**src/rtl/hdlverifier_reg_pkg.sv**
```systemverilog
// Shared address-map helpers and CTRL register bit positions for the
// hdlverifier register bank.
package hdlverifier_reg_pkg;

  localparam int COMMIT_BIT   = 0;
  localparam int SNAPSHOT_BIT = 1;

  typedef enum logic [1:0] {
    ADDR_DATA   = 2'd0,
    ADDR_CTRL   = 2'd1,
    ADDR_STATUS = 2'd2,
    ADDR_BAD    = 2'd3
  } addr_kind_e;

  function automatic int ctrl_offset(input int num_regs);
    return num_regs;
  endfunction

  function automatic int status_offset(input int num_regs);
    return num_regs + 1;
  endfunction

endpackage

```
**src/rtl/hdlverifier_reg_slot.sv**
```systemverilog
// One user register: shadow copy, dirty flag, active output and its
// one-cycle update strobe.
module hdlverifier_reg_slot #(
  parameter int DATA_WIDTH  = 32,
  parameter int AUTO_COMMIT = 0
) (
  input  logic                  clk,
  input  logic                  reset,
  input  logic                  wr,
  input  logic [DATA_WIDTH-1:0] wdata,
  input  logic                  commit,
  output logic [DATA_WIDTH-1:0] active,
  output logic                  dirty,
  output logic                  strobe
);

  logic [DATA_WIDTH-1:0] shadow;
  logic                  do_load;
  logic [DATA_WIDTH-1:0] load_val;

  // With auto-commit the shadow is bypassed and the write lands directly.
  assign do_load  = (AUTO_COMMIT != 0) ? wr : (commit & dirty);
  assign load_val = (AUTO_COMMIT != 0) ? wdata : shadow;

  always_ff @(posedge clk or posedge reset) begin
    if (reset) begin
      shadow <= '0;
      dirty  <= 1'b0;
      active <= '0;
      strobe <= 1'b0;
    end else begin
      strobe <= do_load;
      if (do_load) begin
        active <= load_val;
        dirty  <= 1'b0;
      end
      if (wr && (AUTO_COMMIT == 0)) begin
        shadow <= wdata;
        dirty  <= 1'b1;
      end
    end
  end

endmodule

```
**src/rtl/hdlverifier_reg_bank.sv**
```systemverilog
// Register bank with shadowed user registers, CTRL-triggered commit and
// input snapshot, plus a STATUS view of pending (dirty) registers.
module hdlverifier_reg_bank
  import hdlverifier_reg_pkg::*;
#(
  parameter int DATA_WIDTH  = 32,
  parameter int NUM_REGS    = 8,
  parameter int ADDR_WIDTH  = 5,
  parameter int AUTO_COMMIT = 0
) (
  input  logic                           clk,
  input  logic                           reset,
  input  logic [ADDR_WIDTH-1:0]          addr,
  input  logic [DATA_WIDTH-1:0]          wdata,
  input  logic                           write,
  input  logic                           read,
  output logic [DATA_WIDTH-1:0]          rdata,
  output logic                           rvalid,
  output logic                           err,
  input  logic [NUM_REGS*DATA_WIDTH-1:0] user_data_in,
  output logic [NUM_REGS*DATA_WIDTH-1:0] user_data_out,
  output logic [NUM_REGS-1:0]            user_wr_strobe,
  output logic                           commit_pulse
);

  if (NUM_REGS < 1 || NUM_REGS > DATA_WIDTH) begin : g_bad_num_regs
    $error("hdlverifier_reg_bank: NUM_REGS must be in 1..DATA_WIDTH");
  end
  if ((2 ** ADDR_WIDTH) < NUM_REGS + 2) begin : g_bad_addr_width
    $error("hdlverifier_reg_bank: ADDR_WIDTH too small for NUM_REGS+2 addresses");
  end
  if (DATA_WIDTH < 2) begin : g_bad_data_width
    $error("hdlverifier_reg_bank: DATA_WIDTH must hold the CTRL bits");
  end

  localparam logic [ADDR_WIDTH-1:0] NREG_A   = ADDR_WIDTH'(NUM_REGS);
  localparam logic [ADDR_WIDTH-1:0] CTRL_A   = ADDR_WIDTH'(ctrl_offset(NUM_REGS));
  localparam logic [ADDR_WIDTH-1:0] STATUS_A = ADDR_WIDTH'(status_offset(NUM_REGS));

  logic                  accept_en;
  logic                  acc_wr;
  logic                  acc_rd;
  addr_kind_e            kind;
  logic                  do_commit;
  logic                  do_snap;
  logic [NUM_REGS-1:0]   dirty;
  logic [DATA_WIDTH-1:0] rd_val;
  logic [DATA_WIDTH-1:0] snapshot [NUM_REGS];

  // Blocks the strobe sampled on the first edge after reset release.
  always_ff @(posedge clk or posedge reset) begin
    if (reset) accept_en <= 1'b0;
    else       accept_en <= 1'b1;
  end

  assign acc_wr = write & accept_en;
  assign acc_rd = read & accept_en;

  always_comb begin
    kind = ADDR_BAD;
    if (addr < NREG_A)          kind = ADDR_DATA;
    else if (addr == CTRL_A)    kind = ADDR_CTRL;
    else if (addr == STATUS_A)  kind = ADDR_STATUS;
  end

  assign do_commit = acc_wr && (kind == ADDR_CTRL) && wdata[COMMIT_BIT];
  assign do_snap   = acc_wr && (kind == ADDR_CTRL) && wdata[SNAPSHOT_BIT];

  for (genvar i = 0; i < NUM_REGS; i++) begin : g_slot
    hdlverifier_reg_slot #(
      .DATA_WIDTH (DATA_WIDTH),
      .AUTO_COMMIT(AUTO_COMMIT)
    ) u_slot (
      .clk   (clk),
      .reset (reset),
      .wr    (acc_wr && (kind == ADDR_DATA) && (addr == ADDR_WIDTH'(i))),
      .wdata (wdata),
      .commit(do_commit),
      .active(user_data_out[i*DATA_WIDTH +: DATA_WIDTH]),
      .dirty (dirty[i]),
      .strobe(user_wr_strobe[i])
    );

    always_ff @(posedge clk or posedge reset) begin
      if (reset)        snapshot[i] <= '0;
      else if (do_snap) snapshot[i] <= user_data_in[i*DATA_WIDTH +: DATA_WIDTH];
    end
  end

  // Read mux sees pre-edge state, so a same-cycle write is not visible.
  always_comb begin
    rd_val = '0;
    case (kind)
      ADDR_DATA: begin
        for (int i = 0; i < NUM_REGS; i++) begin
          if (addr == ADDR_WIDTH'(i)) rd_val = snapshot[i];
        end
      end
      ADDR_STATUS: rd_val[NUM_REGS-1:0] = dirty;
      default:     rd_val = '0;
    endcase
  end

  always_ff @(posedge clk or posedge reset) begin
    if (reset) begin
      rdata        <= '0;
      rvalid       <= 1'b0;
      err          <= 1'b0;
      commit_pulse <= 1'b0;
    end else begin
      rvalid       <= acc_rd;
      err          <= (acc_rd | acc_wr) && (kind == ADDR_BAD);
      commit_pulse <= do_commit;
      if (acc_rd) rdata <= rd_val;
    end
  end

endmodule

```
**config.mk**
```make
export PLATFORM = sky130hd
export DESIGN_NAME = hdlverifier_reg_bank
export DESIGN_NICKNAME = d
export VERILOG_FILES = /design/src/rtl/hdlverifier_reg_pkg.sv /design/src/rtl/hdlverifier_reg_slot.sv /design/src/rtl/hdlverifier_reg_bank.sv
export SDC_FILE = /design/constraint.sdc
export NUM_CORES = 1
export LEC_CHECK = 0
export BUFFER_PORTS_ARGS = -buffer_cell sky130_fd_sc_hd__buf_2
export CORE_MARGIN = 2
export CORE_UTILIZATION = 60
export CTS_BUF_LIST = sky130_fd_sc_hd__clkbuf_16
export CTS_CLUSTER_DIAMETER = 200
export DETAILED_ROUTE_END_ITERATION = 12
export GPL_TIMING_DRIVEN = 0
export PLACE_DENSITY = 0.85
export SLEW_MARGIN = 15
export SYNTH_ARGS = -nofsm -noshare
export SYNTH_HDL_FRONTEND = slang
export SYNTH_SLANG_ARGS = --single-unit
```
**constraint.sdc**
```tcl
create_clock -name clk -period 38.4 [get_ports clk]
set_clock_uncertainty 0.2 [all_clocks]
set_input_delay 1.92 -clock clk [delete_from_list [all_inputs] [get_ports clk]]
set_output_delay 1.92 -clock clk [all_outputs]
set_load 0.01 [all_outputs]
```
==> impl_results.md, run 1 <==
- Status: complete, no violations
- Buffers & Inverters on Critical Path: 3
- Pins Over Slew Limit: 0
- Slew HR: between 20% and 30%
- Sequential element share of the synthesized area: a little over three fifths
- Max cap viols: 0
- Port Buffers: roughly 600
- Worst path top cell family by delay: simple AND/OR/NAND/NOR gates
- Clock transition at the registers of the reported paths: ~0.060 ns
- Dpl cells: approximately 3500
- RSZ-0062 raised after global routing: false
- Cell taking the most area after synthesis: dfrtp_1
- Final Setup Violations: 0
- Critical Path AT: between 4 and 5 ns
- Core area: ~54000 µm²
- HP Start: g_slot[7].u_slot.load_val[26]
- Post-synthesis register bit count: 820
- Syn Nets: roughly 2500
- Initial Util: 60.82%
- Layout cells sized above 1: ~55%
- Num rows: 85
- Setup CP Type: input port to flip-flop
- Hold_buf cts: 0
- Most used cell, CP: buf_2
- H-tree depth: 3
- Dpl hpwl: a little over 70000 µm
- Min cycle time layout: 4.284 ns
- Placed cell area: between 30000 and 40000 µm²
- Total Power: roughly 1.9 mW
- Total Die Area: 56650 µm²
- CTS tree: done
- Via total after detailed routing: about 22000
- Post-Layout Cell Count: between 3000 and 4000
- Met3 GRT Util: a little under a tenth
- Critical path launch point: addr[0]
- Static Leak: ~21 nW
- First-pass GRT wire length: around 150000 µm
- GR peak layer: met2
- Post-synth ARST share: between 90% and 100%
- CP max FO: 10
- CTS resizes: 0
- Area share of the largest cell type after synthesis: between 60 and 70%
- Final worst path period share: between 10 and 15%
- Die X-Extent: 238.0 µm
- Maximum clock frequency: approximately 230 MHz
- TNS Setup: 0 ns
- Dominant synthesized flop cell: dfrtp_1
- Worst-margin pin slew: 1.173 ns
- Initial antenna violation count: 27
- Synth top area cells: dfrtp_1 (62%), mux2_2 (27%), mux2i_1 (1.2%)
- Peak supply drop: roughly 0.04 mV
- Post-synth EDFFs: 0
- Crit end category: flip-flop
- I/O pin total: between 500 and 600
- Postcts setup bufs: 0
- Worst setup SP type: input port
- Starting DRC count in detailed routing: around 1800
- Slowest stage cell, crit path: nor2_1
- WL/cell: 27.56 µm
- CP Cell Sequence: buf_2 -> buf_2 -> nor2_1 -> nand2_1 -> clkbuf_1 -> mux2_2
- PD cells: roughly 47 nW/µm²
- Vias per cell: 6.086
- Final hold violations: 0
- Clock Sinks: 820
- Met1 usage: between 40% and 50%
- Clk buf depth: 3
- Worst skew pair latency: 0.61 ns
- FILL cells: ~3400
- Iteration count of the initial detailed-routing pass: 5
- Overflow after GRT: 0
- Mapped Cells: between 2000 and 2500
- Finished Core Util: approximately 73%
- Vias in the first global route: 23440
- WP data required: roughly 39 ns
- Netlist cell types: a little over 60
- Root Driver: clkbuf_16
- Residual DRC: 0
- Detail Route Antenna Nets: 0
- Met2 Usage GRT: 58.79%
- Synthesized area: 32860 µm²
- Syn Area/Cell: roughly 15 µm²
- Total global-route track usage: 35.67%
- Largest net degree at the start of global routing: between 100 and 150
- Die Ht: 238.0 µm
- Post-route design area: around 40000 µm²
- GPL Wtd Cong: ~0.94
- Critical Path Max Stage Delay: 0.76 ns
- TritonCTS Buffers: just over 80
- Worst r2r src: accept_en
- Nets: 3153
- HP Class: flip-flop to flip-flop
- Ys Warns: 0
- Total length of routed wires: about 100000 µm
- P&R area growth vs syn: 20.15%
metrics by stage:
| step | setup WS, ns | hold slack (ns) |
|---|---|---|
| after floorplan | 13.25 | 0.2522 |
| after global placement | 6.772 | 0.2603 |
| after detailed placement | 33.39 | 0.2726 |
| after CTS | 34.05 | 0.2969 |
| after global routing | 34.12 | 0.3006 |
| final | 34.12 | 0.2920 |
synth_stat cells (5+ instances only):
library cell  instances
a32o_1               14
a21o_1                6
nand2_1              63
a22oi_1               8
mux2_2              774
mux2_1                7
buf_1                11
dfrtp_1             820
o2bb2ai_1             9
mux2i_1              38
a21boi_0              5
a2bb2oi_1             5
o21ai_0              47
nand2b_1             11
nor2_1               22
buf_2                71
clkbuf_1             30
nor3_1               17
a221o_1               5
o221ai_1             17
nand3_1              11
a31oi_1               6
a221oi_1             17
buf_4                26
a32oi_1               9
a21oi_1              23
a22o_1                5
or3b_2                5
o211ai_1             10
inv_1                21
kinds of logic (layout without fill, tap and decap cells):
kind of cell           after synthesis  in the layout  share of synthesized area (%)
muxes                              820            820                          27.99
DFF                                820            820                          62.45
AOI/OAI and AO/OA                  203            203                          4.520
and+or+nand+nor                    165            165                          2.593
buffers and inverters              161            907                          2.430
other                                1             22                        0.01141
final timing paths:
kind	endpoint	slack [ns]	depth (start not counted)
worst min register to register	g_slot[7].u_slot.active[26]	0.29	1
worst max-delay path	g_slot[0].u_slot.load_val[2]	34.12	6
min in group asynchronous	g_slot[2].u_slot.active[16]	1.17	2
max in group asynchronous	g_slot[2].u_slot.active[3]	35.01	5
worst min-delay path	g_slot[7].u_slot.active[26]	0.29	1
worst max register to register	g_slot[5].u_slot.load_val[17]	35.50	6
placed cells by master, fill, tap and decap left out, types with 23 or more instances in the layout:
cell type  count
clkbuf_16     83
buf_2        666
a21oi_1       23
inv_1         41
mux2_2       774
o21ai_0       47
dfrtp_1      820
clkbuf_1      30
buf_4         26
mux2i_1       38
nand2_1       63
state kept, by name, indices dropped and copies added (netlist names):
register,count
accept_en,1
commit_pulse,1
err,1
g_slot.u_slot.active,256
g_slot.u_slot.dirty,8
g_slot.u_slot.load_val,256
g_slot.u_slot.strobe,8
rdata,32
rvalid,1
snapshot,256
per-layer routing:
layer,share of wire [%],wire [µm]
met1,37,36690
met2,49,48870
met3,9.1,9110
met4,5.4,5357
met5,0.10,101
area by class of cell:
type,instances,area (µm²),area share (%)
Multi-Input combinational cell,1189,11550,29.27
Buffer,139,715.7,1.813
Sequential cell,820,20520,51.98
Timing Repair Buffer,603,3198,8.101
Clock inverter,60,399.1,1.011
Inverter,22,90.09,0.2282
Tap cell,696,870.8,2.206
Clock buffer,83,2077,5.261
Antenna cell,21,52.55,0.1331
power breakdown:
part / leakage, nW / switching (mW) / internal (mW)
clock: 1.30 / 0.332 / 0.424
sequential: 11.2 / 0.0378 / 0.927
combinational: 8.61 / 0.0792 / 0.0732
total: 21.1 / 0.449 / 1.42
No activity file was read; power rests on OpenSTA's default activity.
==> run 2, diff against run 1 <==
--- a/config.mk
+++ b/config.mk
@@ -7,12 +7,12 @@
 export LEC_CHECK = 0
 export BUFFER_PORTS_ARGS = -buffer_cell sky130_fd_sc_hd__buf_2
 export CORE_MARGIN = 2
-export CORE_UTILIZATION = 60
+export CORE_UTILIZATION = 50
 export CTS_BUF_LIST = sky130_fd_sc_hd__clkbuf_16
 export CTS_CLUSTER_DIAMETER = 200
 export DETAILED_ROUTE_END_ITERATION = 12
 export GPL_TIMING_DRIVEN = 0
-export PLACE_DENSITY = 0.85
+export PLACE_DENSITY = 0.76
 export SLEW_MARGIN = 15
 export SYNTH_ARGS = -nofsm -noshare
 export SYNTH_HDL_FRONTEND = slang
==> constraint.sdc (replaced) <==
create_clock -name clk -period 3.9 [get_ports clk]
set_clock_uncertainty 0.2 [all_clocks]
set_input_delay 0.195 -clock clk [delete_from_list [all_inputs] [get_ports clk]]
set_output_delay 0.195 -clock clk [all_outputs]
set_load 0.01 [all_outputs]
==> run 2 against run 1 <==
Cell count grew 13%. Sequential cell count is the same. Via count grew 8.8%. Core utilization shrank 6.7 points. Clock power grew to 9.8 times the previous value. Setup slack lost 34 ns. Count of clock-buffer cells in the layout grew 1. Largest cell class unchanged. Sequential power grew to 9.8 times the previous value. Final area grew 8.8%. Critical path depth grew 1.
==> impl_results.md, run 2 (synthesis gave the netlist of run 1 again) <==
- Crit end category: flip-flop
- Final Setup Violations: 0
- Setup CP Type: input port to flip-flop
- Iteration count of the initial detailed-routing pass: 6
- Total Die Area: 67780 µm²
- Clock transition at the registers of the reported paths: approximately 0.060 ns
- Worst-margin pin slew: roughly 1.2 ns
- Via total after detailed routing: between 20000 and 25000
- RSZ-0062 raised after global routing: false
- WL met1: 40570 µm
- Hold_buf cts: around 300
- Slew HR: 19.13%
- FILL cells: 4499
- CTS tree: done
- Finished Core Util: about two thirds
- TritonCTS Buffers: 84
- Root Driver: clkbuf_16
- Setup WS post-layout: 0.5179 ns
- Most frequent cells in the layout: dfrtp_1 (820), mux2_2 (774), buf_2 (666), dlygate4sd3_1 (294), clkbuf_16 (84)
- Most common cell after layout, fill and taps aside: dfrtp_1
- Die Ht: between 200 and 300 µm
- Final hold violations: 0
- WL/cell: approximately 27 µm
- Pins Over Slew Limit: 0
- Clk buf depth: 3
- Initial antenna violation count: 25
- Layout cells sized above 1: roughly half
- Nets: 3467
- Overflow after GRT: 0
- Status: complete, no violations
- CTS resizes: 0
- Dpl cells: around 3600
- WL met3: 10020 µm
- Postcts setup bufs: 0
- I/O pin total: 596
- Met2 routed WL: 52310 µm
- Vias in the first global route: roughly 26000
- WP data required: around 4.2 ns
- Port Buffers: ~600
- Total global-route track usage: about a third
- Highest Signal Layer: met5
- Peak supply drop: 0.3375 mV
- Die X-Extent: roughly 260 µm
- Worst skew pair latency: about 0.64 ns
- Clock Sinks: a little over 800
- Static Leak: between 20 and 25 nW
- Dpl hpwl: 74280 µm
- Max cap viols: 0
- Residual DRC: 0
- Worst setup SP type: input port
- Final worst path period share: just under 90%
- Detail Route Antenna Nets: 0
- Critical Path AT: between 3 and 4 ns
- Placement Setup Slack: 0.5686 ns
- PD cells: 436.1 nW/µm²
- Min cycle time layout: 3.382 ns
- GPL Wtd Cong: approximately 0.93
- Num rows: 93
- Core area: 64700 µm²
- Post-Layout Cell Count: 4114
- Largest net degree at the start of global routing: 41
- P&R area growth vs syn: 30.68%
- Starting DRC count in detailed routing: 2073
- HP Class: input port to flip-flop
- First-pass GRT wire length: ~160000 µm
- H-tree depth: 3
- CP max FO: 10
- Initial Util: roughly half
- Vias per cell: 5.850
- Total length of routed wires: 110200 µm
- Maximum clock frequency: 295.7 MHz
run 2: cell count changes in the layout (fill, tap and decap cells not counted), moves of 2 or more:
cell	previous run	this run
dlygate4sd3_1	0	294
buf_16	8	3
buf_12	0	22
clkinv_1	13	17
inv_1	41	50
clkinv_16	0	2
bufinv_16	5	1
run 2: layout make-up:
class	count	area, µm²	share of cell area [%]
inverters	22	86.33	0.2011
repair buffers	914	6444	15.01
well taps	855	1070	2.491
plain buffers	139	715.7	1.667
multi-input cells	1189	11550	26.91
clock buffers	84	2102	4.896
clock inverters	70	392.9	0.9150
diodes	21	52.55	0.1224
flip-flops and latches	820	20520	47.79
run 2: report_power, final:
part           total, mW  internal (mW)  switching (mW)  leakage (nW)
sequential          9.49           9.12           0.362          11.2
combinational       1.82          0.945           0.876          9.97
clock               7.42           4.00            3.42          1.34
run 2: worst max-delay path, stage by stage:
cell and delay, ns:
dlygate4sd3_1 0.57, buf_2 0.17, buf_2 0.21, nor2_1 0.94, nand2_1 0.76, clkbuf_1 0.48, mux2_2 0.37
run 2: final timing paths:
path,from,end,slack [ns],depth (start not counted)
setup / recovery,addr[0],g_slot[0].u_slot.load_val[1],0.52,7
hold reg to reg,g_slot[3].u_slot.load_val[31],g_slot[3].u_slot.active[31],0.28,1
min in group asynchronous,reset,g_slot[1].u_slot.active[15],0.56,4
max in group asynchronous,reset,g_slot[7].u_slot.active[6],0.80,11
setup reg to reg,accept_en,rdata[30],1.01,5
hold / removal,addr[2],g_slot[5].u_slot.dirty,0.05,4
run 2: metal layers:
metal	up-vias	track usage, %
li1	9878	-
met1	12280	38.76
met2	1445	52.56
met3	460	9.499
met4	6	18.57
met5	-	0
run 2: metrics by stage:
stage	hold slack, ns	cell area [µm²]	setup TNS [ns]	total power [mW]
after global routing	0.04438	42920	0	19.35
after detailed placement	0.08517	37450	0	11.15
after floorplan	0.1455	32860	-6359.49	10.42
after global placement	0.2285	36910	-9224.67	11.01
final	0.04792	42940	0	18.72
after CTS	0.0001302	42880	0	18.71
